<file path="src/rtl/shifter_pkg.sv">
// Shared mode encoding and helpers for the pipelined barrel shifter.
// Modes 5-7 are reserved and pass the operand through unchanged.
package shifter_pkg;

  typedef enum logic [2:0] {
    MODE_ROL = 3'd0,
    MODE_ROR = 3'd1,
    MODE_SLL = 3'd2,
    MODE_SRL = 3'd3,
    MODE_SRA = 3'd4
  } shift_mode_t;

  function automatic logic is_rotate(input logic [2:0] m);
    return (m == MODE_ROL) || (m == MODE_ROR);
  endfunction

endpackage

</file>
<file path="src/rtl/shift_stage.sv">
// One barrel-shifter stage: conditional shift/rotate by AMT plus an
// elastic register holding data, carry, shamt, mode and valid.
module shift_stage
  import shifter_pkg::*;
#(
  parameter int WIDTH = 32,
  parameter int AMT   = 1,
  localparam int SHW  = $clog2(WIDTH)
) (
  input  logic             clk,
  input  logic             rst,
  input  logic             load_i,
  input  logic             valid_i,
  input  logic [WIDTH-1:0] data_i,
  input  logic             carry_i,
  input  logic [SHW-1:0]   shamt_i,
  input  logic [2:0]       mode_i,
  output logic             valid_o,
  output logic [WIDTH-1:0] data_o,
  output logic             carry_o,
  output logic [SHW-1:0]   shamt_o,
  output logic [2:0]       mode_o
);

  localparam int BIT = $clog2(AMT);

  logic [WIDTH-1:0] data_d, data_q;
  logic             carry_d, carry_q;
  logic             valid_q;
  logic [SHW-1:0]   shamt_q;
  logic [2:0]       mode_q;

  // Shift by AMT when this stage's shamt bit is set; shifts refresh carry.
  always_comb begin
    data_d  = data_i;
    carry_d = carry_i;
    if (shamt_i[BIT]) begin
      if (is_rotate(mode_i)) begin
        if (mode_i == MODE_ROL)
          data_d = {data_i[WIDTH-AMT-1:0],
                    data_i[WIDTH-1:WIDTH-AMT]};
        else
          data_d = {data_i[AMT-1:0],
                    data_i[WIDTH-1:AMT]};
      end else begin
        case (mode_i)
          MODE_SLL: begin
            data_d  = data_i << AMT;
            carry_d = data_i[WIDTH-AMT];
          end
          MODE_SRL: begin
            data_d  = data_i >> AMT;
            carry_d = data_i[AMT-1];
          end
          MODE_SRA: begin
            data_d  = $signed(data_i) >>> AMT;
            carry_d = data_i[AMT-1];
          end
          default: ;
        endcase
      end
    end
  end

  // Stage register; holds its contents while the load enable is low.
  always_ff @(posedge clk) begin
    if (rst) begin
      valid_q <= 1'b0;
      data_q  <= '0;
      carry_q <= 1'b0;
      shamt_q <= '0;
      mode_q  <= '0;
    end else if (load_i) begin
      valid_q <= valid_i;
      data_q  <= data_d;
      carry_q <= carry_d;
      shamt_q <= shamt_i;
      mode_q  <= mode_i;
    end
  end

  assign valid_o = valid_q;
  assign data_o  = data_q;
  assign carry_o = carry_q;
  assign shamt_o = shamt_q;
  assign mode_o  = mode_q;

endmodule

</file>
<file path="src/rtl/barrel_shift_pipe.sv">
// Pipelined multi-mode barrel shifter, one stage per shift-amount bit,
// with an elastic valid/ready chain that collapses bubbles.
module barrel_shift_pipe
  import shifter_pkg::*;
#(
  parameter int WIDTH = 32,
  parameter int SHW   = $clog2(WIDTH)
) (
  input  logic             clk,
  input  logic             rst,
  input  logic             in_valid,
  output logic             in_ready,
  input  logic [WIDTH-1:0] in_data,
  input  logic [SHW-1:0]   in_shamt,
  input  logic [2:0]       in_mode,
  output logic             out_valid,
  input  logic             out_ready,
  output logic [WIDTH-1:0] out_data,
  output logic             out_carry
);

  logic [SHW:0]     vld;
  logic [SHW:0]     crr;
  logic [SHW:0]     ld;
  logic [WIDTH-1:0] dat [0:SHW];
  logic [SHW-1:0]   sht [0:SHW];
  logic [2:0]       mde [0:SHW];

  assign vld[0] = in_valid;
  assign crr[0] = 1'b0;
  assign dat[0] = in_data;
  assign sht[0] = in_shamt;
  assign mde[0] = in_mode;

  // A stage loads when it is empty or the stage after it loads.
  always_comb begin
    ld      = '0;
    ld[SHW] = out_ready;
    for (int k = SHW - 1; k >= 0; k--)
      ld[k] = !vld[k+1] || ld[k+1];
  end

  for (genvar k = 0; k < SHW; k++) begin : g_stage
    shift_stage #(
      .WIDTH (WIDTH),
      .AMT   (1 << k)
    ) u_stage (
      .clk     (clk),
      .rst     (rst),
      .load_i  (ld[k]),
      .valid_i (vld[k]),
      .data_i  (dat[k]),
      .carry_i (crr[k]),
      .shamt_i (sht[k]),
      .mode_i  (mde[k]),
      .valid_o (vld[k+1]),
      .data_o  (dat[k+1]),
      .carry_o (crr[k+1]),
      .shamt_o (sht[k+1]),
      .mode_o  (mde[k+1])
    );
  end

  assign in_ready  = ld[0] && !rst;
  assign out_valid = vld[SHW];
  assign out_data  = dat[SHW];
  assign out_carry = crr[SHW];

  logic unused;
  assign unused = ^{sht[SHW], mde[SHW]};

endmodule

</file>
<file path="config.mk">
export PLATFORM = sky130hd
export DESIGN_NAME = barrel_shift_pipe
export DESIGN_NICKNAME = d
export VERILOG_FILES = /design/src/rtl/shifter_pkg.sv /design/src/rtl/shift_stage.sv /design/src/rtl/barrel_shift_pipe.sv
export SDC_FILE = /design/constraint.sdc
export NUM_CORES = 1
export LEC_CHECK = 0
export CAP_MARGIN = 10
export CORE_UTILIZATION = 40
export DETAILED_ROUTE_END_ITERATION = 12
export PLACE_DENSITY = 0.65
export SETUP_SLACK_MARGIN = 0.3
export SLEW_MARGIN = 20
export SYNTH_ARGS = -nofsm -noshare
export SYNTH_HDL_FRONTEND = slang
export SYNTH_SLANG_ARGS = --single-unit
</file>
<file path="constraint.sdc">
create_clock -name clk -period 2.4 [get_ports clk]
set_clock_uncertainty 0.05 [all_clocks]
set_input_delay 0.48 -clock clk [delete_from_list [all_inputs] [get_ports clk]]
set_output_delay 0.48 -clock clk [all_outputs]
set_load 0.01 [all_outputs]
</file>
# Word level (Yosys, flattened, before mapping)
# Cells that the tools add are included.
# Widths: inputs -> output; s select.
# totals
wordCells,104
in_bits,44
out_inout_bits,35
reg_bits,202
# classes
reduce_logical,27
n_eq_ne,20
muxes,34
# op_table
op,count
$pmux 32 s3,5
$mux 32,14
$eq 3x2->1 const B,10
$eq 3x1->1 const B,5
$eq 3x3->1 const B,5
$logic_not 3->1,5
$logic_or 1x1->1,10
$mux 1,10
$pmux 1 s2,5
$reduce_or 2->1,5
$logic_not 1->1,6
$logic_and 1x1->1,1

# Logic depth before layout (Yosys ltp)
# Gate-level depths: netlist of the first run.
# depth
depth_word,7
mapped_depth,7
mapped_depth_nobuf,4

# Modules after synthesis
# Synthesis of the first run repeated with hierarchy kept, for this count alone.
# hier_totals
cells_unflattened,1491
area_unflattened_um2,12799.8
# by_module_without_submodules
module,n_inst,area_each_um2,seq_area_each_um2,cells_per_inst
shift_stage (g_stage[3].u_stage),1,2985.4,840.8,345
shift_stage (g_stage[2].u_stage),1,2861.5,840.8,321
shift_stage (g_stage[0].u_stage),1,2572.5,840.8,306
shift_stage (g_stage[1].u_stage),1,2529.9,840.8,302
shift_stage (g_stage[4].u_stage),1,1800.5,840.8,209
barrel_shift_pipe,1,50.0,0.0,8

# Worst setup path before layout of the first run
# Ideal clock, no wire load.
# synth_timing
path_type,input to output
start,input port out_ready
end,output port in_ready
t_arrival_ps,1365
cell_stages,6
slack_ps,505
required_ps,1870
n_path_buf,3
cell_sequence,and3b_1 > buf_2 > and2_1 > buf_2 > buf_2 > nor2_1
# synth_between
elab_chain_len,6
# synth_rtl
element,line,rtl
"start, declared",barrel_shift_pipe.sv:17,"input logic out_ready,"
$logic_or 1x1->1 (5 in a row),barrel_shift_pipe.sv:40,ld[k] = !vld[k+1] || ld[k+1];
$logic_and 1x1->1,barrel_shift_pipe.sv:64,assign in_ready = ld[0] && !rst;
"end, declared",barrel_shift_pipe.sv:12,"output logic in_ready,"
# Every way passes these cells.

# Worst setup path after layout of the first run
# Same ends and word-level chain as after synthesis.

==> results of run 1 <==
[sequential cells by signal (all words and copies together), names as in the netlist]
register,count
g_stage.u_stage.carry_o,5
g_stage.u_stage.valid_o,5
g_stage.u_stage.shamt_o,10
g_stage.u_stage.data_o,160
g_stage.u_stage.mode_o,12
[how the worst max path moves through the flow]
stage                                               from  slack (ps)                                    endpoint  depth (start not counted)
2_1_floorplan                                  out_ready         500                                    in_ready                          6
3_3_place_gp                                   out_ready         -60                                    in_ready                          5
3_5_place_dp                                   out_ready         -60                                    in_ready                          5
4_1_cts                                        out_ready         330                                    in_ready                          5
5_1_grt        g_stage[1].u_stage.mode_o[1]$_SDFFE_PP0P_         320  g_stage[2].u_stage.data_o[11]$_SDFFE_PP0P_                          6
6_report                                       out_ready         360                                    in_ready                          5
[area by class of cell]
class                   count  area, sq um
well taps                 372          465
clock inverters            15          186
clock buffers              17          425
inverters                  61          229
repair buffers            140         1360
fillers                  2745        14400
flip-flops and latches    192         3850
multi-input cells         974         6210
[synthesized netlist by cell type (all sizes together) (11+ instances only)]
library cell / number / area share
a211oi: 80 / 0.054
a21oi: 85 / 0.038
a221o: 56 / 0.050
a221oi: 90 / 0.071
a311oi: 13 / 0.010
a32oi: 43 / 0.034
and3: 18 / 0.010
buf: 77 / 0.042
clkbuf: 112 / 0.038
dfxtp: 192 / 0.34
inv: 60 / 0.020
mux2i: 17 / 0.015
nand2: 87 / 0.029
nand2b: 34 / 0.019
nand3: 38 / 0.017
nand3b: 11 / 0.0074
nor2: 148 / 0.050
nor2b: 31 / 0.017
nor3: 42 / 0.019
o21ai: 88 / 0.039
o2bb2ai: 17 / 0.013
[cells in the final DEF (no fill, tap or decap), types with 4 or more instances in the layout]
cell,n
a22oi_1,4
buf_12,10
inv_8,4
a2111oi_0,7
nor3_1,42
a21oi_1,85
clkinv_8,6
a32oi_1,43
buf_4,52
a221oi_1,90
a222oi_1,4
mux2i_1,17
o21ai_0,87
a311oi_1,13
nand3_1,37
nand2_1,87
and3b_1,5
mux2_2,4
o311ai_0,7
inv_1,59
a211oi_1,80
a22o_1,7
and3_1,18
dfxtp_1,189
nand2b_1,34
nor2b_1,29
o211ai_1,5
a221o_1,56
nor2_1,147
clkbuf_16,17
nand3b_1,11
clkdlybuf4s50_1,75
o2bb2ai_1,17
[power breakdown]
| part | internal, mW | switching (mW) |
|---|---|---|
| clock | 1.42 | 1.46 |
| combinational | 0.450 | 0.510 |
| sequential | 3.33 | 0.203 |
| total | 5.20 | 2.17 |
[repair_timing]
item / in CTS / in global routing
pin swaps: 0 / 0
endpoints found under the setup margin: 3 / 6
resized for setup: 6 / 5
[stage by stage]
stage,hold slack [ps],power (mW)
detailed placement,401,4.56
floorplan,382,4.18
global route,422,7.69
global placement,395,4.54
CTS,411,7.42
finish,405,7.37
[per-layer routing]
metal	vias to the layer above	GRT usage	routed length, um
met3	33	0.0292	1600
met4	0	0.0689	490
met5	-	0	0
li1	5251	-	-
met1	5229	0.317	14800
met2	336	0.356	14800
[kinds of logic after synthesis]
kind of cell,after synthesis
AOI/OAI and AO/OA,524
muxes,21
buffers and inverters,250
DFF,192
and+or+nand+nor,429
[tightest hold or removal path: cells and delay by family (launching register included)]
family	cells	cell delay, ps
and+or+nand+nor	1	50
AOI/OAI and AO/OA	1	50
DFF	1	310
==> out/results.txt, run 1 <==
The via count of the first global-routing pass was 9794. The worst reg-to-reg path cell count was 6; the data required time at the worst endpoint was 1870 ps. End point of the most critical hold path: g_stage[0].u_stage.shamt_o[4]$_SDFFE_PP0P_. For flop-to-flop paths, the worst setup slack is 410 ps.

At the end of routability-driven placement, the weighted congestion stood at 0.842. TritonCTS created 17 clock buffers. Count of nets after finishing: 1430.

The multiplexer share of the synthesized area is 0.0193, and the highest ir drop seen on vdd is 0.476 mV. The top achievable clock speed is 0.491 GHz. Slowest cell on the critical path: clkdlybuf4s50_1. The final standard cell utilization of the core came out at 0.469. The final critical path time including I/O delays and setup works out to 2040 ps. The proportion of synthesized chip area in sequential cells was 0.345. The run finished with clean final reports. The count of input and output buffers was 78. Clock tree synthesis selected as its root buffer the cell clkbuf_16. The synthesized netlist occupies a cell area of 11200 sq um.

The number of antenna violations at the first check in global routing is 0, and the CTS clock-pin slew for the worst setup and hold paths is 80 ps. The mean routed wirelength per cell was 17.9 um; the floorplan core area was 27200 sq um. The largest family of logic cells by synthesized area is compound AO/OA/AOI/OAI gates.

The share of flip-flops with an asynchronous set or reset works out to 0. The area of the die was 28600 sq um; the count of hold-fix buffers inserted at cts was 0. For the worst-case setup margin in the final layout, the log shows 363 ps. The tree built by TritonCTS fans out to 192 sinks.

Traced cell by cell, the critical path runs through clkdlybuf4s50_1, and3b_2, and2_4, nor2_1, buf_2. The die outline width works out to 169 um. Setup repair after global routing left no endpoint under its margin.

The first global-routing pass estimated 52500 um of wire. The run gives 0 as the number of endpoints with negative hold slack in the final report. Origin of the worst min-delay path: g_stage[0].u_stage.shamt_o[4]$_SDFFE_PP0P_. The number of buffers between clock root and the deepest sink was 2; the share of layout cells above drive strength 1 was 0.0858.

Share of synthesized cell area in full adder, half adder and majority cells: 0. The number of cells on the worst hold path is 2, and the remaining global-route overflow is 0. The commonest register cell after synthesis was dfxtp_1. After the first detailed-routing iteration, the DRC count stood at 1114. Using the TritonRoute via totals, the vias-per-cell ratio works out to 6.13.

The path class of the tightest hold or removal check is register to register. For this run, the number of Yosys warnings is 0. The tools report the total track usage as 0.225. Post-place instance area: 12100 sq um.

Detailed placement ended at an HPWL of 21400 um. The relative slew slack was 0.298; the ratio of final minimum period to clock period was 0.849. The largest stage delay on the critical path came out at 470 ps.

The endpoint identified for the worst register-to-register timing path is g_stage[2].u_stage.data_o[11]$_SDFFE_PP0P_. In this run the core area contains 60 standard-cell rows. The xor/xnor share of the synthesized area was 0. For the pin with the worst max-slew slack, the measured transition is 1050 ps. The tools report the final max-slew violation count as 0. The tools report the startpoint of the lowest-slack register-to-register path as g_stage[1].u_stage.mode_o[0]$_SDFFE_PP0P_. Timing analysis after detailed placement gives a worst setup slack of -63.9 ps. The synthesized design contains 0 enable-type register cells. Counting flops and latches in the post-synthesis netlist gives 192. The total power per unit cell area came out at 579 nW/um^2. Wires add up to 31700 um.

Pin placement for this block handled 79 I/O pins. The aggregate negative setup slack was 0 ps. STA classifies the critical path endpoint as an output port. In this run the post-CTS setup repair buffer count came out at 0. For the worst setup path, the data arrival time is 1510 ps. The type of element launching the critical path was an input port. The number of nets with antenna violations after detailed routing was 0. For the worst-skew pair, the clock arrives at the later sink with an insertion delay of 440 ps. The logs give 0 for the final-report setup violation count and 4 for the number of levels in the clock H-tree.

The average cell area after synthesis is 7.88 sq um, and the synthesized-area fraction occupied by and/or/nand/nor cells is 0.185. Broken down by cell family, the worst path's largest delay share belongs to buffers and inverters. The routed layout has 10800 vias. The post-synthesis instance total came out at 1416. The compound-gate portion of the synthesized area was 0.350. The run gives 0.410 as the starting density of the core. Max-cap violations in this run came to 0.

TritonCTS built the clock tree. The filler-free cell count of the finished design was 1771; the first-pass detailed-route iteration total was 7. The tools report the pin count of the biggest net entering global routing as 193. The critical path buffer and inverter count was 2; the leakage dissipation was 4.62 nW. Largest fanout on the critical path: 2. The repair_antennas step left the layout with diodes totalling 0. After detailed routing, the number of remaining DRC violations is 0. After synthesis, the netlist uses 56 different library cells. The area growth from synthesis to layout is 14.2%.

The net count of the mapped netlist was 1460. The post-layout instance area is 12700 sq um, and the number of instances in the placed design is 1739. The die is 169 um tall.

By startpoint and endpoint, the worst setup path is classified as input port to output port.
Power figures use the tool's default switching activity.
==> inputs of run 2 (changes only) <==
clock period = 2 ns   (was 2.4 ns; I/O delays follow)
==> out/results.txt, run 2 (synthesis gave the netlist of run 1 again) <==
Subtracting the final worst setup slack from the clock period gives 1790 ps. The run finished with clean final reports. The area growth from synthesis to layout is 24.5%, and the number of nets with antenna violations after detailed routing is 0. The run gives 0 as the number of antenna violations at the first check in global routing. The count of vias placed by the detailed router is 11300. TritonCTS built the clock tree.

The first global-routing pass estimated 54900 um of wire. The element type at the critical path end was an output port. The via density per instance was 6.22; the number of DRC violations after detailed routing was 0.

Post-place instance area: 12300 sq um. Port buffering added 78 buffers. The tools report the number of levels in the clock H-tree as 4. The total area inside the core boundary comes to 27200 sq um. The total power per unit cell area was 652 nW/um^2; the antenna diode count was 0. At the worst endpoint, the required time is 1550 ps. The longest clock path from root to sink contains 2 buffers. The path class of the tightest hold or removal check is input port to register. Leaving out fill and tap cells, the most frequent cells in the layout are dfxtp_1, nor2_1, nand2_1, a21oi_1, o21ai_0. The run gives 79 as the I/O pin total. From bottom edge to top edge, the die measures 169 um. The slew of the pin with the lowest slew margin was 903 ps; the first-pass detailed-route iteration total was 5. Total power for the finished layout comes to 9.05 mW.

Largest fanout on the critical path: 2. For this block, the initial DRC count from the detailed router was 1425. Remaining global-route overflow: 0. The total routed wirelength is 35400 um.

Measured along the x axis, the die boundary spans 169 um. Pin count of the biggest net entering global routing: 193. The startpoint identified for the worst hold timing path is in_mode[0].

The run gives 0 as the count of hold-fix buffers inserted at cts. The mean routed wirelength per cell came out at 19.4 um. Setup repair after global routing could not meet its margin everywhere.

The count of nets after finishing is 1483. After routing the design area is 13900 sq um. For the clock latency on the worst-skew pair, the log shows 450 ps.

The starting density of the core is 0.410, and the top achievable clock speed is 0.559 GHz. The clock drives 192 sinks. Final estimated routing congestion in global placement: 0.839. Tracing the worst setup path back leads to its startpoint at g_stage[3].u_stage.valid_o$_SDFFE_PP0P_.

Max-cap violations in this run came to 0. The share of layout cells above drive strength 1 works out to 0.152. For the highest ir drop seen on vdd, the log shows 0.517 mV. The run gives 5.30 nW as the leakage dissipation. The logs give 1340 ps for the endpoint arrival time on the critical path and 21600 um for the half-perimeter wire length after placement. Counting the buffers created by CTS gives 17. In this run the core area contains 60 standard-cell rows.

Leaving out fill and tap cells, the most frequent cell in the layout is dfxtp_1. The total track usage is 0.235, and the ratio of final minimum period to clock period is 0.895. The run gives 0 as the number of endpoints with negative hold slack in the final report. The register with the most flip-flops in the layout has 160 of them. The logs give 0 for the final max-slew violation count and 28600 sq um for the area of the die.

Final-report setup violation count: 0. STA classifies the critical path startpoint as a register. The tools report the clock root buffer master as clkbuf_16.

After clock tree synthesis, the clock-pin slew on the worst setup and hold paths is 80 ps. Critical path class: register to output port. In this run the critical register-to-register path is launched from g_stage[1].u_stage.shamt_o[2]$_SDFFE_PP0P_. The relative slew slack was 0.398. For the via count of the first global-routing pass, the log shows 10200.
## run 2: final cells by class
cell class / instances / area (sq um)
Clock inverter: 15 / 186
Multi-Input combinational cell: 976 / 6560
Tap cell: 372 / 465
Timing Repair Buffer: 191 / 2150
Fill cell: 2618 / 13300
Sequential cell: 192 / 3870
Inverter: 61 / 229
Clock buffer: 17 / 425
## run 2: per-layer routing
| metal | up-vias | GRT usage | part of all wire |
|---|---|---|---|
| li1 | 5383 | - | - |
| met1 | 5481 | 0.333 | 0.46 |
| met2 | 419 | 0.367 | 0.46 |
| met3 | 63 | 0.0302 | 0.058 |
| met4 | 0 | 0.0815 | 0.025 |
| met5 | - | 0 | 0 |
## run 2: per-stage QoR
stage	util	setup TNS (ps)	setup WS [ps]	instances	hold slack [ps]
final	0.511	0	210	1824	373
after global routing	0.511	0	165	1824	397
after CTS	0.491	0	164	1802	364
after detailed placement	0.454	-19510	-371	1758	397
after global placement	0.454	-17810	-433	1758	394
after floorplan	-	0	306	1416	382
## run 2: power breakdown
group	total, mW	internal [mW]	switching (mW)
clock network	3.52	1.80	1.71
registers	4.24	4.00	0.244
logic	1.30	0.625	0.671
total	9.05	6.42	2.63
## run 2: worst paths after layout
check	end	slack (ps)	cells past startpoint
max	in_ready	210	4
min	g_stage[0].u_stage.data_o[5]$_SDFFE_PP0P_	370	4
max reg2reg	g_stage[2].u_stage.data_o[2]$_SDFFE_PP0P_	240	6
min reg2reg	g_stage[2].u_stage.shamt_o[4]$_SDFFE_PP0P_	410	2
## run 2: repair_timing
| action | 4_1_cts | 5_1_grt |
|---|---|---|
| pin swaps | 9 | 10 |
| gates resized for setup | 98 | 59 |
| setup buffers | 7 | 9 |
| setup endpoints to repair | 158 | 164 |
| gates cloned | 5 | 13 |
## run 2: critical path: stages, from the launching register on
cell	delay, ps
dfxtp_4	340
and3b_2	220
and2_4	140
nor2_2	70
buf_2	130
==> inputs of run 3 (changes only) <==
GPL_ROUTABILITY_DRIVEN = 0   (was not set)
==> out/results.txt, run 3 (synthesis gave the netlist of run 1 again) <==
The run finished with clean final reports. The flip-flop count of the largest register after layout is 160. The number of nets with antenna violations after detailed routing is 0, and the ratio of final minimum period to clock period is 0.889. STA classifies the critical path startpoint as a register. The run gives 0 as the number of endpoints with negative hold slack in the final report. TritonCTS built the clock tree. The height of the die was 169 um; the area of the die was 28600 sq um. The count of cells in the finished layout, fillers not included, comes to 1807.

The floorplan core area is 27200 sq um. For the final-report setup violation count, the log shows 0. The classification of the worst-slack hold path is input port to register. The starting density of the core is 0.410, and the total track usage is 0.236. The critical path in this run is classified as register to output port.

The logs give 5.18 nW for the leakage dissipation and 0 for the number of DRC violations after detailed routing. In this run, post-CTS hold repair placed 0 buffers. The number of levels in the clock H-tree was 4; the relative slew slack was 0.374. Before antenna repair, the detailed router went through 6 iterations.

The pre-CTS setup slack was -382 ps; the via count of the first global-routing pass was 10100. For this run, the slowest stage of the critical path takes 360 ps. The clock net in this run drives a total of 192 sinks. The total routed wirelength was 33500 um; the CTS clock-pin slew for the worst setup and hold paths was 80 ps.

Highest ir drop seen on vdd: 0.525 mV. Timing would allow up to 0.563 GHz. The floorplan has 60 rows. The number of clock buffers added by TritonCTS is 17.

Share of layout cells above drive strength 1: 0.153. The most frequent standard cell in the layout excluding fill and tap cells was dfxtp_1. Clock tree synthesis selected as its root buffer the cell clkbuf_16.

The first-pass GRT wire length came out at 54500 um. The critical path goes through and3b_1, and2_4, nor2_2, buf_2. The final layout contains 1466 nets. The count of input and output buffers is 78. The library cells used most frequently in the layout, excluding fill and tap cells, are dfxtp_1, nor2_1, o21ai_0.

The logs give 222 ps for the worst-case setup margin in the final layout and 0 for the final max-slew violation count. Data arrives at the worst endpoint at 1330 ps. Data on the critical path is required at its endpoint by 1550 ps. STA classifies the critical path endpoint as an output port. Compared with the post-synthesis result, the final layout area differs by 21.7%. The slowest cell on the critical path is dfxtp_2.

Number of antenna violations at the first check in global routing: 0. The post-place instance area is 12400 sq um. During I/O placement, the number of pins put on the boundary was 79.

The longest clock path from root to sink contains 2 buffers. Dividing the detail-routed wire length by the instance count gives 18.5 um. The half-perimeter wire length after placement is 21800 um, and the slew of the pin with the lowest slew margin is 939 ps. Of all nets on the critical path, the largest fanout is 5.

Global routing finished with a remaining overflow of 0. The number of placed instances, taps included, is 1762. Setup repair after global routing could not meet its margin everywhere.

Dividing the detail-routed via count by the number of cells gives 6.17. Entering global routing, the biggest net connects 193 pins. Max-cap violations in this run came to 0. The antenna diode count is 0, and the post-layout instance area is 13600 sq um.

The first routing iteration left 1294 violations. Setup total negative slack on the finished layout was measured at 0 ps. The total power per unit cell area is 663 nW/um^2, and the count of vias placed by the detailed router is 11100. The final critical path time including I/O delays and setup was 1780 ps; the die outline width was 169 um.

For the worst-skew pair, the clock arrives at the later sink with an insertion delay of 450 ps. The tools report the final total power as 9.00 mW.
-- run 3: power breakdown --
part / switching, mW / internal [mW] / leakage [nW]
registers: 0.250 / 4.00 / 1.58
clock network: 1.77 / 1.70 / 0.292
logic: 0.660 / 0.620 / 3.31
-- run 3: area by class of cell --
cell class	count	area (sq um)
fill	2591	13600
inverter	61	229
tap	372	465
clock buffer	17	425
timing repair buffer	176	1840
multi-input combinational	974	6570
sequential	192	3860
clock inverter	15	183
-- run 3: timing repair --
action                     in CTS  in global routing
pin swaps                      25                  6
cloned                          3                  1
setup endpoints to repair     119                149
buffers inserted                5                  4
gates resized for setup       111                 38
-- run 3: final timing paths --
kind	start	cells past startpoint	slack, ps	to
worst max-delay path	g_stage[3].u_stage.valid_o$_SDFFE_PP0P_	4	220	in_ready
worst min-delay path	in_mode[0]	4	380	g_stage[0].u_stage.mode_o[0]$_SDFFE_PP0P_
worst max register to register	g_stage[1].u_stage.mode_o[1]$_SDFFE_PP0P_	6	250	g_stage[2].u_stage.data_o[14]$_SDFFE_PP0P_
worst min register to register	g_stage[0].u_stage.shamt_o[3]$_SDFFE_PP0P_	2	410	g_stage[0].u_stage.shamt_o[3]$_SDFFE_PP0P_
-- run 3: critical path: cells and delay by family, from the launching register on --
family / cells / cell delay (ps)
simple gates: 3 / 390
buf+inv: 1 / 120
flops: 1 / 360
-- run 3: metal layers --
metal  vias to the layer above  global-route usage  wire length, um
met3                        62              0.0388             1810
li1                       5339                   -                -
met2                       377               0.362            15200
met4                         0              0.0877              873
met1                      5369               0.331            15600
met5                         -                   0                0
-- run 3: through the flow --
stage | hold slack [ps] | utilization
final | 383 | 0.500
after global routing | 405 | 0.500
after CTS | 362 | 0.492
after detailed placement | 396 | 0.455
after global placement | 394 | 0.455
after floorplan | 382 | -
